===== config.mk =====
export PLATFORM = sky130hd
export DESIGN_NAME = fifo_2b_valid
export DESIGN_NICKNAME = d
export VERILOG_FILES = /design/src/rtl/fifo_2b_valid_pkg.sv /design/src/rtl/fifo_mem_2b.sv /design/src/rtl/fifo_2b_valid.sv
export SDC_FILE = /design/constraint.sdc
export NUM_CORES = 1
export LEC_CHECK = 0
export ABC_AREA = 0
export BUFFER_PORTS_ARGS = -buffer_cell sky130_fd_sc_hd__buf_2
export CORE_UTILIZATION = 57
export DETAILED_ROUTE_END_ITERATION = 10
export PLACE_DENSITY_LB_ADDON = 0.3
export SYNTH_ARGS = -nofsm -noshare
export SYNTH_HDL_FRONTEND = slang
export SYNTH_SLANG_ARGS = --single-unit

===== constraint.sdc =====
create_clock -name clk -period 3.1 [get_ports clk]
set_input_delay 0.775 -clock clk [delete_from_list [all_inputs] [get_ports clk]]
set_output_delay 0.775 -clock clk [all_outputs]
set_load 0.1 [all_outputs]

===== src/rtl/fifo_2b_valid_pkg.sv =====
`default_nettype none
// +--------------------------------------------------------------------------+
// | Module   : fifo_2b_valid_pkg                                             |
// | Purpose  : Shared defaults for the 2-bit valid-stream datapath (mux,     |
// |            FIFO and later stages): default word width, default depth   |
// |            and the reset-active level.                                   |
// | Ports    : none (package)                                                |
// | Options  : none                                                          |
// | Revision : 1.0 - initial release                                         |
// +--------------------------------------------------------------------------+
`ifndef FIFO_2B_VALID_PKG_SV
`define FIFO_2B_VALID_PKG_SV

package fifo_2b_valid_pkg;

  localparam int   DEF_DATA_W = 2;
  localparam int   DEF_DEPTH  = 4;
  // Reset is active-low throughout this datapath.
  localparam logic RST_ACTIVE = 1'b0;

endpackage

`endif
`default_nettype wire


===== src/rtl/fifo_mem_2b.sv =====
`default_nettype none
// +--------------------------------------------------------------------------+
// | Module   : fifo_mem_2b                                                   |
// | Purpose  : DEPTH x DATA_W register array with a synchronous write port  |
// |            and a registered, enable-gated read port.                     |
// | Ports    : clk, reset (sync, active-low, clears read register only),    |
// |            wr_en/wr_addr/wr_data, rd_en/rd_addr, rd_data (registered).  |
// | Options  : none                                                          |
// | Revision : 1.0 - initial release                                         |
// +--------------------------------------------------------------------------+
module fifo_mem_2b
  import fifo_2b_valid_pkg::*;
#(
  parameter int DATA_W = DEF_DATA_W,
  parameter int DEPTH  = DEF_DEPTH,
  parameter int ADDR_W = 2
) (
  input  logic              clk,
  input  logic              reset,
  input  logic              wr_en,
  input  logic [ADDR_W-1:0] wr_addr,
  input  logic [DATA_W-1:0] wr_data,
  input  logic              rd_en,
  input  logic [ADDR_W-1:0] rd_addr,
  output logic [DATA_W-1:0] rd_data
);

  logic [DATA_W-1:0] mem [DEPTH];

  // Storage is intentionally not reset; occupancy is tracked by the pointers.
  always_ff @(posedge clk) begin
    if (wr_en) begin
      mem[wr_addr] <= wr_data;
    end
  end

  // A same-edge write to rd_addr is not forwarded: the old word is read.
  always_ff @(posedge clk) begin
    if (reset == RST_ACTIVE) begin
      rd_data <= '0;
    end else if (rd_en) begin
      rd_data <= mem[rd_addr];
    end
  end

endmodule
`default_nettype wire


===== src/rtl/fifo_2b_valid.sv =====
`default_nettype none
// +--------------------------------------------------------------------------+
// | Module   : fifo_2b_valid                                                 |
// | Purpose  : Small synchronous FIFO behind the 2-bit mux-with-valid stage. |
// |            Captures valid words, holds them until popped, and reports   |
// |            occupancy flags plus overflow/underflow errors.              |
// | Ports    : clk, reset (sync, active-low), in_data/in_valid (push),      |
// |            pop, out_data/out_valid (one cycle after accepted pop),      |
// |            full, empty, almost_full, almost_empty, count,               |
// |            overflow_err, underflow_err.                                  |
// | Options  : FIFO_ERR_STICKY_EN - errors hold until reset; otherwise      |
// |            each error is a single-cycle pulse.                           |
// | Revision : 1.0 - initial release                                         |
// +--------------------------------------------------------------------------+
module fifo_2b_valid
  import fifo_2b_valid_pkg::*;
#(
  parameter int DATA_W = DEF_DATA_W,
  parameter int DEPTH  = DEF_DEPTH,
  parameter int ADDR_W = 2,
  parameter int AF_THR = 3,
  parameter int AE_THR = 1
) (
  input  logic              clk,
  input  logic              reset,
  input  logic [DATA_W-1:0] in_data,
  input  logic              in_valid,
  input  logic              pop,
  output logic [DATA_W-1:0] out_data,
  output logic              out_valid,
  output logic              full,
  output logic              empty,
  output logic              almost_full,
  output logic              almost_empty,
  output logic [ADDR_W:0]   count,
  output logic              overflow_err,
  output logic              underflow_err
);

  localparam logic [ADDR_W:0] DEPTH_LVL = DEPTH[ADDR_W:0];
  localparam logic [ADDR_W:0] AF_LVL    = AF_THR[ADDR_W:0];
  localparam logic [ADDR_W:0] AE_LVL    = AE_THR[ADDR_W:0];

  logic [ADDR_W-1:0] wr_ptr;
  logic [ADDR_W-1:0] rd_ptr;
  logic              pop_acc;
  logic              push_acc;
  logic              push_drop;
  logic              pop_bad;

  // Flags decode straight from the registered count.
  assign full         = (count == DEPTH_LVL);
  assign empty        = (count == '0);
  assign almost_full  = (count >= AF_LVL);
  assign almost_empty = (count <= AE_LVL);

  assign pop_acc   = pop && !empty;
  // When full, a push is still taken if a pop frees a slot on the same edge.
  assign push_acc  = in_valid && (!full || pop_acc);
  assign push_drop = in_valid && !push_acc;
  assign pop_bad   = pop && empty;

  fifo_mem_2b #(
    .DATA_W (DATA_W),
    .DEPTH  (DEPTH),
    .ADDR_W (ADDR_W)
  ) u_mem (
    .clk     (clk),
    .reset   (reset),
    .wr_en   (push_acc),
    .wr_addr (wr_ptr),
    .wr_data (in_data),
    .rd_en   (pop_acc),
    .rd_addr (rd_ptr),
    .rd_data (out_data)
  );

  always_ff @(posedge clk) begin
    if (reset == RST_ACTIVE) begin
      wr_ptr        <= '0;
      rd_ptr        <= '0;
      count         <= '0;
      out_valid     <= 1'b0;
      overflow_err  <= 1'b0;
      underflow_err <= 1'b0;
    end else begin
      // Pointers wrap naturally since DEPTH == 2**ADDR_W.
      if (push_acc) wr_ptr <= wr_ptr + 1'b1;
      if (pop_acc)  rd_ptr <= rd_ptr + 1'b1;

      if (push_acc && !pop_acc) begin
        count <= count + 1'b1;
      end else if (pop_acc && !push_acc) begin
        count <= count - 1'b1;
      end

      out_valid <= pop_acc;

`ifdef FIFO_ERR_STICKY_EN
      overflow_err  <= overflow_err  | push_drop;
      underflow_err <= underflow_err | pop_bad;
`else
      overflow_err  <= push_drop;
      underflow_err <= pop_bad;
`endif
    end
  end

endmodule
`default_nettype wire


Word level (Yosys, flattened, before mapping):

Memories as Yosys holds them, arrays and structs flattened. A register that Yosys moved wholly into a read port is not among the register bits.
Index checks and enable logic that the tools add are counted.
Widths: inputs -> output; s select.

* add/subtract/negate cells: 4
* order comparisons: 2
* eq/ne operators: 1
* muxes and demuxes: 4
* reduce and logical (&&, ||, !) cells: 14

Operators by type and width (number)
* $logic_and 1x1->1: 6
* $mux 3: 2
* $logic_not 1->1: 5
* $add 2x1->2 const B: 2
* $add 3x1->3 const B: 1
* $eq 3x3->1 const B: 1
* $ge 3x2->1 const B: 1
* $le 3x1->1 const B: 1
* $logic_not 3->1: 1
* $sub 3x1->3 const B: 1
* $mux 1: 2
* $reduce_bool 2->1: 1
* $logic_or 1x1->1: 1

* register bits: 10
* bits in writable memories: 8
* input bits: 6
* output and inout bits: 12
* logic and storage cells: 32
* memories kept: 1

Memories
* u_mem.mem: words 4, width 2, rd ports 1, clocked after Yosys merged registers in 1, write ports 1, RTL line fifo_mem_2b.sv:28 `logic [DATA_W-1:0] mem [DEPTH];`

Longest topological paths before layout:

Gate-level depths: netlist of run 1.

* depth after elaboration: 9
* mapped depth: 10

By module:

From an unflattened synthesis of run 1, not the netlist that was laid out.

* cell total of the unflattened synthesis: 88
* area total of the unflattened synthesis: 942.2 um^2

Modules (own cells, without submodules)
* fifo_2b_valid: instances 1, cells an instance 62, area each 541.8 um^2
* fifo_mem_2b: instances 1, cells an instance 26, area each 400.4 um^2

Worst setup path before layout of run 1:

OpenSTA, ideal clock, no wires.

* path type: reg-to-output
* start point: reg count[0]
* end point: out almost_full
* arrival time: 3.383 ns
* path slack: -1.058 ns
* stages on the path, launching flop included: 3
* path buffers: 0
* path through: dfxtp_1 -> inv_1 -> o21ai_0

* longest elaborated chain between the ends: 1

RTL lines
* start, declared: RTL line fifo_2b_valid.sv:35 `output logic [ADDR_W:0] count,`
* start signal, assigned: RTL line fifo_2b_valid.sv:92 `count <= count + 1'b1;`
* start signal, assigned: RTL line fifo_2b_valid.sv:94 `count <= count - 1'b1;`
* $ge 3x2->1: RTL line fifo_2b_valid.sv:54 `assign almost_full = (count >= AF_LVL);`
* end, declared: RTL line fifo_2b_valid.sv:33 `output logic almost_full,`

No other way between the ends.

Final worst setup path of run 1:

* start point: reg count[0]
* end point: out empty

* longest elaborated chain between the ends: 1

RTL lines
* $logic_not 3->1: RTL line fifo_2b_valid.sv:53 `assign empty = (count == '0);`
* end, declared: RTL line fifo_2b_valid.sv:32 `output logic empty,`

No other way between the ends.

==> results of run 1 <==
-- routing by layer --
layer  track usage  vias up  share of wire
li1              -      348              -
met1        0.2667      333           0.42
met2        0.3636       17           0.53
met3       0.03750        4          0.036
met4        0.1125        0          0.020
met5             0        -              0
-- worst reg2reg max path: stages, from the launching register on --
cell	delay [ns]
dfxtp_1	0.44
inv_1	0.13
ha_1	0.28
nand2b_4	0.11
inv_4	0.05
nor2_1	0.22
inv_1	0.09
ha_1	0.28
nor3b_1	0.24
o21bai_1	0.10
a21oi_1	0.12
-- final cells by class --
type                            instances  area share
Clock buffer                            4     0.02386
Inverter                               11     0.03977
Multi-Input combinational cell         56      0.4045
Sequential cell                        20      0.4364
Tap cell                               16     0.01818
Timing Repair Buffer                   17     0.07727
-- sequential cells by signal (all words and copies together) (netlist names) --
signal         cells
count              3
out_valid          1
overflow_err       1
rd_ptr             2
u_mem.mem          8
u_mem.rd_data      2
underflow_err      1
wr_ptr             2
-- cell usage in the layout (no fill, tap or decap), types with 2 or more instances in the layout --
master     instances
a21oi_1            6
and3_1             4
buf_2             17
clkbuf_4           3
dfxtp_1           12
edfxtp_1           8
ha_1              10
inv_1              9
mux4_2             2
nand2_1            2
nand3_1            3
nor2_1             6
nor3_1             2
o21ai_1            3
o2bb2ai_1          2
-- stage by stage --
stage	util	area [µm²]	instances	setup slack (ns)	hold slack [ns]
after detailed placement	0.6894	1075	120	0.9730	0.4510
after global routing	0.7063	1101	124	0.5451	0.4986
final	0.7063	1101	124	0.6314	0.4625
after CTS	0.7063	1101	124	0.6306	0.4663
after floorplan	-	980.9	88	0.2035	0.4746
after global placement	0.6894	1075	120	1.039	0.4456
-- worst min path at each step --
stage	from	end	slack, ns	cells past startpoint
floorplan	rd_ptr[1]	rd_ptr[1]	0.47	2
global placement	u_mem.rd_data[1]	u_mem.rd_data[1]	0.45	2
detailed placement	u_mem.rd_data[0]	u_mem.rd_data[0]	0.45	2
CTS	u_mem.rd_data[0]	u_mem.rd_data[0]	0.47	2
global route	u_mem.rd_data[0]	u_mem.rd_data[0]	0.50	2
finish	u_mem.rd_data[0]	u_mem.rd_data[0]	0.46	2
-- cell usage after synthesis (all sizes together), types with 2 or more instances --
master   count
a21oi        6
and3         4
dfxtp       12
edfxtp       8
ha          10
inv         11
mux4         2
nand2        2
nand3        3
nor2         7
nor3         3
o21ai        5
o2bb2ai      2
-- cells by family (layout without fill, tap and decap cells) --
kind of cell | Yosys count | after routing | synth area share
flip-flops | 20 | 20 | 0.4929
AO/OA/AOI/OAI | 15 | 15 | 0.08986
multiplexers | 3 | 3 | 0.05648
AND/OR/NAND/NOR | 26 | 26 | 0.1579
buffers and inverters | 12 | 32 | 0.05648
adder cells (fa/ha/maj) | 10 | 10 | 0.1284
XOR/XNOR | 2 | 2 | 0.01798
==> metrics.cfg, run 1 <==
[status]
status=finished, violations left
violations=DRC

[critical_path]
cp_cell_sequence=inv_1 > ha_1 > nand2b_4 > inv_4 > buf_2
r2r_slack_ns=1.00
cp.depth=5
r2r_end=count[2]
crit_type=flip-flop to output port
cp-end-kind=output port
cp_slowest_stage_delay_ns=0.42
r2r-start=count[0]
cp-start-kind=flip-flop
reg2reg_depth=10
startpoint=count[0]
crit_path_top_delay_cell=buf_2
critPathMaxFanout=6
path_buf_inv=3
cp.required_ns=2.32
arrival_ns=1.69
crit_path_end=empty
critPathTopFamily=buffers and inverters

[synth]
syn_nets=104
synth_edf_count=8
ys_warn_count=0
synth_cells=88
synth-seq-area-share=0.4929
avgSynthCellArea_um2=11.08
synth_top_area_cell=dfxtp_1
synth_area_um2=974.7
ys_types=30
synth.top_cell.area_share=0.2465
ys_async_sr_fraction=0
synth_ff_type=dfxtp_1
yosys-top-cells-area=dfxtp_1 25%, edfxtp_1 25%, ha_1 13%
ys_ff_latch=20

[route]
via_per_inst=5.661
via_count=702
drt_iter0_drc=21
drc_errors=5
wl_per_cell_um=14.06
wirelength_um=1744
ant_nets=0
firstDrtPassIters=7

[layout]
area_delta_synth_final_pct=12.97
nets=125
multi_input_area_um2=445.4
drive_gt1_frac=0.2778
antenna_cells=0
fillers=126
seq_area_um2=480.5

[clocking]
cts_root_buffer=clkbuf_4
cts_tree=built
cts.sinks=20
clk_pin_slew_ns=0.10
clock_path_buffers=2
postCtsHoldBufs=0
cts_buffers=3
cts_setup_buffers=0
h-tree-depth=1
cts_resized=0
clk_latency_ns=0.30

[timing]
tightest_slew_ns=0.4888
finalSetupViolations=0
grt_setup_unrepaired=no
finalHoldViolations=0
fin_skew_ns=0.003517
fin_crit_ns=2.469
max_freq_mhz=405.1
slew_headroom=0.6764
slew_viol_final=0
period_share=0.7963
tns_ns=0

[place]
port_buffers=17
hpwl_um=1355
gp_congestion=0.7667

[floorplan]
core_um2=1559
floorplan.rows=14
die_y_um=43.35
dieWidth_um=43.35
initial_core_util=0.6252
ios=18
dieArea_um2=1879

[global_routing]
grt_max_degree=12
grt-ovfl-total=0
grt_pass1_vias=653
grt_usage=0.2160
grt_pass1_wl_um=2863
antenna_found_initial=0

[run]
max_cap_viol_count=0

[min_path]
hp-class=flip-flop to flip-flop

Power of run 1 is not shown: default switching activity piles up to over one toggle a cycle in this logic, so the estimate is an artifact.
==> inputs of run 2 (changes only) <==
- CORE_ASPECT_RATIO: default -> 0.75
- CORE_UTILIZATION: 57 -> 48
- clock period: 3.1 -> 2.19 ns (I/O delays scaled with it)
==> metrics.cfg, run 2 (synthesized netlist as in run 1, its figures left out) <==
[layout]
final_cells=130  ; was 124
area_delta_synth_final_pct=15.53  ; was 12.97%
largest_register=u_mem.mem  ; unchanged
layout_commonest_cell=buf_2  ; unchanged
largest_reg_flops=8  ; unchanged
antenna_cells=0  ; unchanged
nets=125  ; unchanged
drive_gt1_frac=0.3056  ; was 0.2778
reg_top3=u_mem.mem x8, count x3  ; unchanged
mostFrequentLayoutCells=15 x buf_2, 10 x ha_1, 9 x inv_1, 9 x dfxtp_1, 8 x edfxtp_1  ; was 17 x buf_2, 12 x dfxtp_1, 10 x ha_1

[min_path]
min_from=in_data[0]  ; was u_mem.rd_data[0]
hold_end=u_mem.mem[0][0]  ; was u_mem.rd_data[0]
hp-class=primary input to flip-flop  ; was flip-flop to flip-flop
whs_path_depth=1  ; was 2

[route]
drc_errors=0  ; was 5
via_count=667  ; was 702
via_per_inst=5.131  ; was 5.661
wl_per_cell_um=12.25  ; was 14.06 µm
ant_nets=0  ; unchanged
firstDrtPassIters=4  ; was 7
drt_iter0_drc=6  ; was 21
wirelength_um=1592  ; was 1744 µm

[place]
port_buffers=17  ; unchanged
hpwl_um=1259  ; was 1355 µm
placed_cells=126  ; was 120
gp_congestion=0.6667  ; was 0.7667

[critical_path]
arrival_ns=1.55  ; was 1.69 ns
path_buf_inv=2  ; was 3
r2r_end=count[2]  ; unchanged
cp-start-kind=flip-flop  ; unchanged
r2r-start=count[0]  ; unchanged
crit_path_top_delay_cell=dfxtp_4  ; was buf_2
reg2reg_depth=9  ; was 10
r2r_slack_ns=0.24  ; was 1.00 ns
critPathTopFamily=buffers and inverters  ; unchanged
cp_slowest_stage_delay_ns=0.36  ; was 0.42 ns
critPathMaxFanout=5  ; was 6
crit_type=flip-flop to output port  ; unchanged
cp.required_ns=1.64  ; was 2.32 ns
cp-end-kind=output port  ; unchanged
cp_cell_sequence=inv_1 > ha_1 > and2_2 > buf_4  ; was inv_1 > ha_1 > nand2b_4 > inv_4 > buf_2

[run]
max_cap_viol_count=0  ; unchanged

[clocking]
postCtsHoldBufs=0  ; unchanged
cts_buffers=3  ; unchanged
cts_root_buffer=clkbuf_4  ; unchanged
cts.sinks=20  ; unchanged
h-tree-depth=1  ; unchanged
cts_tree=built  ; unchanged
clk_pin_slew_ns=0.11  ; was 0.10 ns
clk_latency_ns=0.30  ; about the same
clock_path_buffers=2  ; unchanged

[global_routing]
grt_max_degree=12  ; unchanged
antenna_found_initial=0  ; unchanged
grt-ovfl-total=0  ; unchanged
grt_pass1_vias=552  ; was 653
grt_pass1_wl_um=2387  ; was 2863 µm
grt_usage=0.1665  ; was 0.2160

[timing]
finalHoldViolations=0  ; unchanged
finalSetupViolations=0  ; unchanged
slew_headroom=0.6776  ; was 0.6764
tightest_slew_ns=0.4869  ; was 0.4888 ns
grt_setup_unrepaired=no  ; unchanged
fin_skew_ns=0.001217  ; was 0.003517 ns
tns_ns=0  ; unchanged
period_share=0.9583
max_freq_mhz=476.5
fin_crit_ns=2.099
slew_viol_final=0  ; unchanged

[floorplan]
initial_core_util=0.5350  ; was 0.6252
dieArea_um2=2217  ; was 1879 µm²
core_um2=1822  ; was 1559 µm²
die_y_um=41.03  ; was 43.35 µm
floorplan.rows=13  ; was 14
ios=18  ; unchanged
dieWidth_um=54.04  ; was 43.35 µm

[status]
status=completed  ; was finished, violations left

run 2: how the worst max path moves through the flow:
stage             start            to  cells past startpoint
2_1_floorplan  count[1]  almost_empty                      4
3_3_place_gp   count[0]      count[2]                      9
3_5_place_dp   count[0]      count[2]                      9
4_1_cts        count[1]          full                      4
5_1_grt        count[1]          full                      4
6_report       count[1]          full                      4
run 2: final cells by class:
cell class | count | area (µm²)
clock buffers | 4 | 26.28
flip-flops and latches | 20 | 489.2
well taps | 22 | 27.53
fillers | 155 | 695.7
repair buffers | 17 | 93.84
inverters | 11 | 43.79
multi-input cells | 56 | 445.4
run 2: stage by stage:
step           instance area, µm²  utilization  hold slack, ns  worst slack [ns]
3_3_place_gp                 1091       0.5989          0.4479            0.3146
6_report                     1126       0.6181          0.4585           0.09134
4_1_cts                      1122       0.6161          0.4488           0.07991
5_1_grt                      1126       0.6181          0.4527          0.005901
2_1_floorplan               989.7            -          0.4746           0.04549
3_5_place_dp                 1091       0.5989          0.4588            0.2750
run 2: what timing repair did:
action | 4_1_cts | 5_1_grt
gates resized for setup | 2 | 1
hold endpoints to repair | 0 | 0
endpoints found under the setup margin | 2 | 1
buffers inserted | 0 | 0
run 2: layer usage:
layer	track usage	vias up	routed length, µm
met2	0.2654	14	701
met1	0.2005	302	799
met3	0.07778	2	83
met5	0	-	0
li1	-	349	-
met4	0.05769	0	8
Power of run 2 is left out for the same reason.
